## src/rtl/timer_share_pkg.sv

```systemverilog
// rtl/timer_share_pkg.sv - shared types and round-robin helpers for the timer share controller
package timer_share_pkg;

  localparam int DEF_N_REQ = 4;
  localparam int DEF_CNT_W = 4;
  localparam int IDX_W     = 3;
  localparam int MAX_REQ   = 8;

  typedef enum logic [1:0] {
    IDLE = 2'd0,
    RUN  = 2'd1,
    DONE = 2'd2
  } state_t;

  typedef logic [DEF_CNT_W-1:0] cnt_t;

  // First set request at or after ptr, wrapping modulo n; returns ptr when none is set.
  function automatic logic [IDX_W-1:0] rr_pick(input logic [MAX_REQ-1:0] req_v,
                                               input logic [IDX_W-1:0]   ptr,
                                               input int                 n);
    logic [IDX_W-1:0] pick;
    logic             found;
    int               idx;
    pick  = ptr;
    found = 1'b0;
    for (int k = 0; k < MAX_REQ; k++) begin
      idx = (int'(ptr) + k) % n;
      if (k < n && !found && req_v[idx[IDX_W-1:0]]) begin
        pick  = idx[IDX_W-1:0];
        found = 1'b1;
      end
    end
    return pick;
  endfunction

  function automatic logic [IDX_W-1:0] rr_inc(input logic [IDX_W-1:0] idx, input int n);
    int t;
    t = int'(idx) + 1;
    if (t >= n) t = 0;
    return t[IDX_W-1:0];
  endfunction

endpackage

```

## src/rtl/share_counter.sv

```systemverilog
// rtl/share_counter.sv - shared up-counter with synchronous clear and enable
module share_counter #(
  parameter int CNT_W = 4
) (
  input  logic             clk,
  input  logic             rst,
  input  logic             i_clr,
  input  logic             i_en,
  output logic [CNT_W-1:0] o_count
);

  logic [CNT_W-1:0] r_count;

  always_ff @(posedge clk) begin
    if (rst || i_clr) begin
      r_count <= '0;
    end else if (i_en) begin
      r_count <= r_count + CNT_W'(1);
    end
  end

  assign o_count = r_count;

endmodule

```

## src/rtl/timer_share_ctrl.sv

```systemverilog
// rtl/timer_share_ctrl.sv - round-robin sharing of one interval counter among N_REQ requesters
module timer_share_ctrl
  import timer_share_pkg::*;
#(
  parameter int N_REQ = DEF_N_REQ,
  parameter int CNT_W = DEF_CNT_W
) (
  input  logic                   clk,
  input  logic                   rst,
  input  logic [N_REQ-1:0]       req,
  input  logic [N_REQ*CNT_W-1:0] tc_in,
  output logic [N_REQ-1:0]       gnt,
  output logic [N_REQ-1:0]       done,
  output logic                   busy,
  output logic [CNT_W-1:0]       count
);

  state_t             r_state;
  logic [IDX_W-1:0]   r_ptr;
  logic [IDX_W-1:0]   r_owner;
  logic [CNT_W-1:0]   r_tc;
  logic [N_REQ-1:0]   r_gnt;
  logic [N_REQ-1:0]   r_done;

  logic [MAX_REQ-1:0] w_req8;
  logic [IDX_W-1:0]   w_pick;
  logic [CNT_W-1:0]   w_tc_sel;
  logic [CNT_W-1:0]   w_count;
  logic               w_abort;
  logic               w_hit;
  logic               w_clr;
  logic               w_en;

  assign w_req8   = MAX_REQ'(req);
  assign w_pick   = rr_pick(w_req8, r_ptr, N_REQ);
  assign w_tc_sel = tc_in[int'(w_pick)*CNT_W +: CNT_W];
  assign w_abort  = (r_state == RUN) && !w_req8[r_owner];
  assign w_hit    = (w_count == r_tc);

  // Counter runs only while RUN and not yet at terminal count; it is zeroed everywhere else.
  assign w_clr = (r_state != RUN) || w_abort;
  assign w_en  = (r_state == RUN) && !w_abort && !w_hit;

  share_counter #(.CNT_W(CNT_W)) u_counter (
    .clk     (clk),
    .rst     (rst),
    .i_clr   (w_clr),
    .i_en    (w_en),
    .o_count (w_count)
  );

  always_ff @(posedge clk) begin
    if (rst) begin
      r_state <= IDLE;
      r_ptr   <= '0;
      r_owner <= '0;
      r_tc    <= '0;
      r_gnt   <= '0;
      r_done  <= '0;
    end else begin
      case (r_state)
        IDLE: begin
          r_done <= '0;
          if (|req) begin
            r_owner <= w_pick;
            r_tc    <= w_tc_sel;
            r_gnt   <= N_REQ'(1) << w_pick;
            r_state <= RUN;
          end
        end
        RUN: begin
          // Abort outranks completion when both land in the same cycle.
          if (w_abort) begin
            r_gnt   <= '0;
            r_ptr   <= rr_inc(r_owner, N_REQ);
            r_state <= IDLE;
          end else if (w_hit) begin
            r_gnt   <= '0;
            r_done  <= N_REQ'(1) << r_owner;
            r_state <= DONE;
          end
        end
        DONE: begin
          r_done  <= '0;
          r_ptr   <= rr_inc(r_owner, N_REQ);
          r_state <= IDLE;
        end
        default: begin
          r_gnt   <= '0;
          r_done  <= '0;
          r_state <= IDLE;
        end
      endcase
    end
  end

  assign gnt   = r_gnt;
  assign done  = r_done;
  assign busy  = (r_state != IDLE);
  assign count = w_count;

endmodule
```

## config.mk

```make
export PLATFORM = sky130hd
export DESIGN_NAME = timer_share_ctrl
export DESIGN_NICKNAME = d
export VERILOG_FILES = /design/src/rtl/timer_share_pkg.sv /design/src/rtl/share_counter.sv /design/src/rtl/timer_share_ctrl.sv
export SDC_FILE = /design/constraint.sdc
export NUM_CORES = 1
export LEC_CHECK = 0
export CAP_MARGIN = 30
export CORE_ASPECT_RATIO = 0.9
export CORE_MARGIN = 2
export CORE_UTILIZATION = 30
export CTS_CLUSTER_DIAMETER = 50
export CTS_CLUSTER_SIZE = 8
export DETAILED_ROUTE_END_ITERATION = 16
export MAX_ROUTING_LAYER = met4
export PLACE_DENSITY = 0.57
export SYNTH_ARGS = -nofsm -noshare
export SYNTH_HDL_FRONTEND = slang
export SYNTH_HIERARCHICAL = 1
export SYNTH_SLANG_ARGS = --single-unit
```

## constraint.sdc

```tcl
create_clock -name clk -period 2.7 [get_ports clk]
set_clock_uncertainty 0.05 [all_clocks]
set_input_delay 0.405 -clock clk [delete_from_list [all_inputs] [get_ports clk]]
set_output_delay 0.405 -clock clk [all_outputs]
set_load 0.05 [all_outputs]
```

== Word level (Yosys, flattened, before mapping) ==
Cells that the tools add are included.

* Bits in registers: 24
* Bits in latches: 0
* Bits in writable memories: 0
* ROM bits: 0
* Input bits: 22
* Output and inout bits: 13
* Word-level logic and storage cells: 89
* Memories: 0

* $add $sub $neg: 5
* Multipliers: 0
* Div/mod/pow operators: 0
* $lt $le $gt $ge: 6
* Equal/unequal tests: 7
* Shift-type cells: 3
* Mux-type cells: 28
* Bitwise gates (word level): 6
* Reductions and logical operators: 27

{| class="wikitable"
|+ Operators by type and width
! operator !! count
|-
| two-way mux 3 bit || 6
|-
| < comparator 3 x 4 -> 1 bit, second input constant || 4
|-
| indexed part select 16 x 6 -> 4 bit || 1
|-
| binary-select mux 1 bit (select 3 bit) || 4
|-
| two-way mux 4 bit || 3
|-
| one-hot mux 4 bit (3 select lines) || 1
|-
| two-way mux 1 bit || 8
|-
| AND reduction 2 bit || 4
|-
| OR reduction 2 bit || 4
|-
| left shift 1 x 3 -> 4 bit, first input constant || 2
|-
| logical AND 1 bit || 6
|-
| logical NOT 1 bit || 6
|-
| two-way mux 2 bit || 3
|-
| one-hot mux 3 bit (2 select lines) || 1
|-
| adder 2 bit, second input constant || 2
|-
| adder 3 x 1 -> 4 bit, second input constant || 1
|-
| adder 4 x 1 -> 4 bit, second input constant || 1
|-
| equality test 4 bit || 1
|-
| greater-or-equal comparator 4 x 3 -> 1 bit, second input constant || 1
|-
| < comparator 2 x 4 -> 1 bit, second input constant || 1
|-
| inequality test 2 bit, second input constant || 2
|-
| one-hot mux 2 bit (2 select lines) || 1
|-
| nonzero test 2 bit || 2
|-
| OR reduction 4 bit || 1
|-
| 11 further kinds || 16
|}

== Depth between registers and ports, before layout ==
* Depth after elaboration: 16
* Gate-level depth with buffers: 6

== Modules after synthesis ==
Netlist, hierarchy kept.

{| class="wikitable"
|+ Modules (own cells, without submodules)
! module !! times used !! cells an instance !! area each (sq um) !! seq. area each (sq um)
|-
| timer_share_ctrl || 1 || 119 || 1,087.3 || 380.4
|-
| share_counter || 1 || 17 || 177.7 || 80.1
|}

== Worst setup path before layout ==
No wires, ideal clock.

* Path kind: register -> register
* From: reg r_owner[0]
* To: reg u_counter.r_count[3] (netlist: u_counter/o_count[3])
* Setup time: 123 ps
* Arrival: 1,731 ps
* Data required time: 2,527 ps
* Slack: 796 ps
* Stages on the path, launching flop included: 7
* Clock period less this slack: 1,904 ps
* Cell sequence: dfxtp_1 -> mux4_2 -> and3_2 -> nand2_1 -> inv_1 -> nand4_1 -> mux2_1

* Word-level cells in the longest chain between the ends: 7
* Elaborated cells between the ends (all ways): 9

{| class="wikitable"
|+ RTL lines
! element !! RTL line !! text
|-
| from (decl) || timer_share_ctrl.sv:20 || <nowiki>logic [IDX_W-1:0] r_owner;</nowiki>
|-
| from (signal assigned) || timer_share_ctrl.sv:65 || <nowiki>r_owner <= w_pick;</nowiki>
|-
| binary-select mux 1 bit (select 3 bit) || timer_share_ctrl.sv:37 || <nowiki>assign w_abort = (r_state == RUN) && !w_req8[r_owner];</nowiki>
|-
| two-way mux 1 bit (implied by the code) || timer_share_ctrl.sv:37 ||
|-
| logical NOT 1 bit || timer_share_ctrl.sv:37 ||
|-
| logical AND 1 bit || timer_share_ctrl.sv:37 ||
|-
| logical NOT 1 bit || timer_share_ctrl.sv:42 || <nowiki>assign w_en = (r_state == RUN) && !w_abort && !w_hit;</nowiki>
|-
| logical AND 1 bit (2 in series) || timer_share_ctrl.sv:42 ||
|-
| net w_en || timer_share_ctrl.sv:32 || <nowiki>logic w_en;</nowiki>
|-
| to (signal assigned) || share_counter.sv:18 || <nowiki>r_count <= r_count + CNT_W'(1);</nowiki>
|-
| to (decl) || share_counter.sv:12 || <nowiki>logic [CNT_W-1:0] r_count;</nowiki>
|}

The timed path passes the listed nets, and every way through them passes these cells. The select of a mux whose other input is x is not followed.
A chain may end at the register's enable or synchronous reset.

== Final worst setup path ==
* From: in req[3]
* To: reg u_counter.r_count[3] (netlist: u_counter/o_count[3])

* Word-level cells in the longest chain between the ends: 7
* Elaborated cells between the ends (all ways): 9

{| class="wikitable"
|+ RTL lines
! element !! RTL line !! text
|-
| from (decl) || timer_share_ctrl.sv:10 || <nowiki>input logic [N_REQ-1:0] req,</nowiki>
|-
| binary-select mux 1 bit (select 3 bit) || timer_share_ctrl.sv:37 ||
|-
| two-way mux 1 bit (implied by the code) || timer_share_ctrl.sv:37 ||
|-
| logical NOT 1 bit || timer_share_ctrl.sv:37 ||
|-
| logical AND 1 bit || timer_share_ctrl.sv:37 ||
|-
| logical NOT 1 bit || timer_share_ctrl.sv:42 ||
|-
| logical AND 1 bit (2 in series) || timer_share_ctrl.sv:42 ||
|-
| net w_en || timer_share_ctrl.sv:32 ||
|}

The timed path passes the listed nets, and every way through them passes these cells. The select of a mux whose other input is x is not followed.

==> out/qor.yml <==
htree_levels: 1
core_area_um2: 4070
synth_top_cell_area_share: 0.364
grt_pass1_wl_um: 4900
wl_um: 2950
final.period_utilization: 0.814
share_seq_of_total_power: 0.425
arrival_ps: 2300
cp_max_fo: 7
synth_flop_cell: "dfxtp_1"
reg2reg_from: "r_owner[0]"
ys_ff_latch: 23
fmax_mhz: 455
ir_drop_mv: 0.258
post_cts.repair.setup_buffers: 0
drtPass1Iterations: 4
drc_errors: 0
status: "complete, no violations"
required_ps: 2810
clkPwrFrac: 0.229
drv_cap: 0
critPathLaunch: "req[3]"
ys_seq_area_frac: 0.364
ioPinCount: 35
drive_gt1_frac: 0.103
crit_end: "u_counter/o_count[3]"
grt_pass1_vias: 1108
routedWlPerCell_um: 13.3
clk_path_buf_depth: 2
clkTransAtPathRegs_ps: 80
hpwlAfterDp_um: 2260
fp.dieW_um: 72.4
syn_area_per_cell_um2: 9.30
hold_class: "flop to flop"
grt_use_total: 0.133
synth.distinct_cells: 42
vias_per_cell: 4.94
fp.dieArea_um2: 4750
comb_power_share: 0.346
leakage_nw: 0.619
grt_overflow: 0
postCtsHoldBufs: 0
final-max-slew-violation-count: 0
setup_viol: 0
syn-cell-area_um2: 1260
synthCells: 136
yosysTopAreaCell: "dfxtp_1"
synth-async-reset-ratio: 0
cts_buffers: 3
grt_start_max_net_pins: 14
relSlewSlack: 0.663
powerDensity_nw_per_um2: 546
final_area_um2: 1720
start_kind: "primary input"
clkSinkCount: 23
p_total_w: 0.000938
swShare: 0.336
r2r-end: "u_counter/o_count[3]"
syn-num-nets: 164
min_period_ps: 2200
port-buffer-count: 34
worstMarginPinSlew_ps: 502
synth_edf_count: 0
diodes: 0
antenna_found_initial: 0
crit_type: "primary input to flop"
crit_path_end_kind: "flop"
cts_tree: "built"
hold_viol: 0
clkLatencyLatePin_ps: 260
p_sw_w: 0.000315
start_util: 0.311
vias: 1096
tns_ps: 0
p_int_w: 0.000623
cts_root_buffer: "clkbuf_8"
yosys_warnings: 6
rrSetupSlack_ps: 620
grt_setup_unrepaired: "false"
gp_congestion: 0.760
syn2layout_area_growth_pct: 35.8
yosys-top-cells-area: "dfxtp_1 36%, mux2i_1 8.7%, ha_1 5.9%"
ant_nets: 0
die_y_um: 65.6
ff2ff_path_depth: 6
rows: 22
dr.first_iter.drc_count: 26
ctsResizeCount: 0
nets: 203
placed_area_um2: 1670
-- metal layers --
metal / part of all wire / up-vias / wire [µm] / GRT usage
li1: - / 565 / - / -
met1: 0.50 / 504 / 1460 / 0.160
met4: 0.0034 / 0 / 10 / 0.0139
met5: 0 / - / 0 / -
met2: 0.46 / 25 / 1350 / 0.226
met3: 0.045 / 2 / 134 / 0.0445
-- area by class of cell --
| type | count | area [µm²] |
|---|---|---|
| Clock inverter | 1 | 5.00 |
| Multi-Input combinational cell | 104 | 766 |
| Timing Repair Buffer | 37 | 363 |
| Tap cell | 48 | 60.1 |
| Sequential cell | 23 | 460 |
| Clock buffer | 3 | 41.3 |
| Fill cell | 426 | 2360 |
| Inverter | 6 | 22.5 |
-- critical path: stages --
cell and delay [ps]:
clkdlybuf4s50_1 510, mux4_2 540, and3_2 240, nand2_1 80
inv_1 120, nand4_1 100, mux2_1 320
-- cells in the final DEF, fill, tap and decap left out, drive strengths merged, types with 2 or more instances in the layout --
master          n
inv             6
nor2b           3
nor3b           2
a21oi          10
nand2           7
nand2b          8
buf             3
o21ai           3
clkdlybuf4s50  34
nand3           4
ha              6
nand3b          5
nand4           2
clkbuf          3
xnor2           5
mux2i          11
nor3            4
nor2           10
or2             3
a211oi          2
dfxtp          23
o221ai          4
-- cells in the mapped netlist, types with 2 or more instances --
master	n
nor2_1	10
nor2b_1	3
nor3b_1	2
nand4_1	2
a21oi_1	8
nand3_1	4
xnor2_1	5
o221ai_1	4
a21oi_2	2
nor3_1	3
nand3b_1	5
o21ai_0	2
ha_1	6
inv_1	6
mux2i_1	11
or2_2	2
nand2b_1	8
nand2_1	6
dfxtp_1	23
a211oi_1	2
-- sequential cells by signal, summed over array words and instances (netlist names) --
register / flops
done: 4
r_ptr: 2
u_counter/o_count: 4
r_tc: 4
r_owner: 3
gnt: 4
r_state: 2
-- power by group through the flow --
stage / Sequential (W) / Combinational, W / Clock (W)
5_1_grt: 0.000404 / 0.000352 / 0.000237
3_3_place_gp: 0.000406 / 0.000320 / 0
6_report: 0.000399 / 0.000324 / 0.000215
2_1_floorplan: 0.000427 / 0.000200 / 0
3_5_place_dp: 0.000407 / 0.000324 / 0
4_1_cts: 0.000400 / 0.000326 / 0.000223
-- cell families after synthesis --
kind of cell	after synthesis	share of synthesized area
AO/OA/AOI/OAI	26	0.152
XOR/XNOR	5	0.0346
adder cells (fa/ha/maj)	6	0.0593
buffers and inverters	9	0.0307
flip-flops	23	0.364
multiplexers	13	0.114
AND/OR/NAND/NOR	54	0.245
-- worst min path at each step --
stage | end | depth (start not counted) | startpoint
final | done[1] | 2 | done[1]
after CTS | gnt[3] | 1 | gnt[3]
after global routing | gnt[1] | 1 | gnt[1]
after detailed placement | gnt[1] | 1 | gnt[1]
after global placement | done[2] | 2 | done[2]
after floorplan | r_ptr[0] | 2 | r_ptr[0]
-- metrics by stage --
stage               worst slack (ps)  std cells  utilization  hold WS (ps)
floorplan                        796        136            -           404
global placement                 281        218        0.410           405
detailed placement               244        218        0.410           404
CTS                              511        222        0.422           427
global route                     424        222        0.422           440
finish                           503        222        0.422           423
Note: power is estimated with default switching activity, not from simulation.
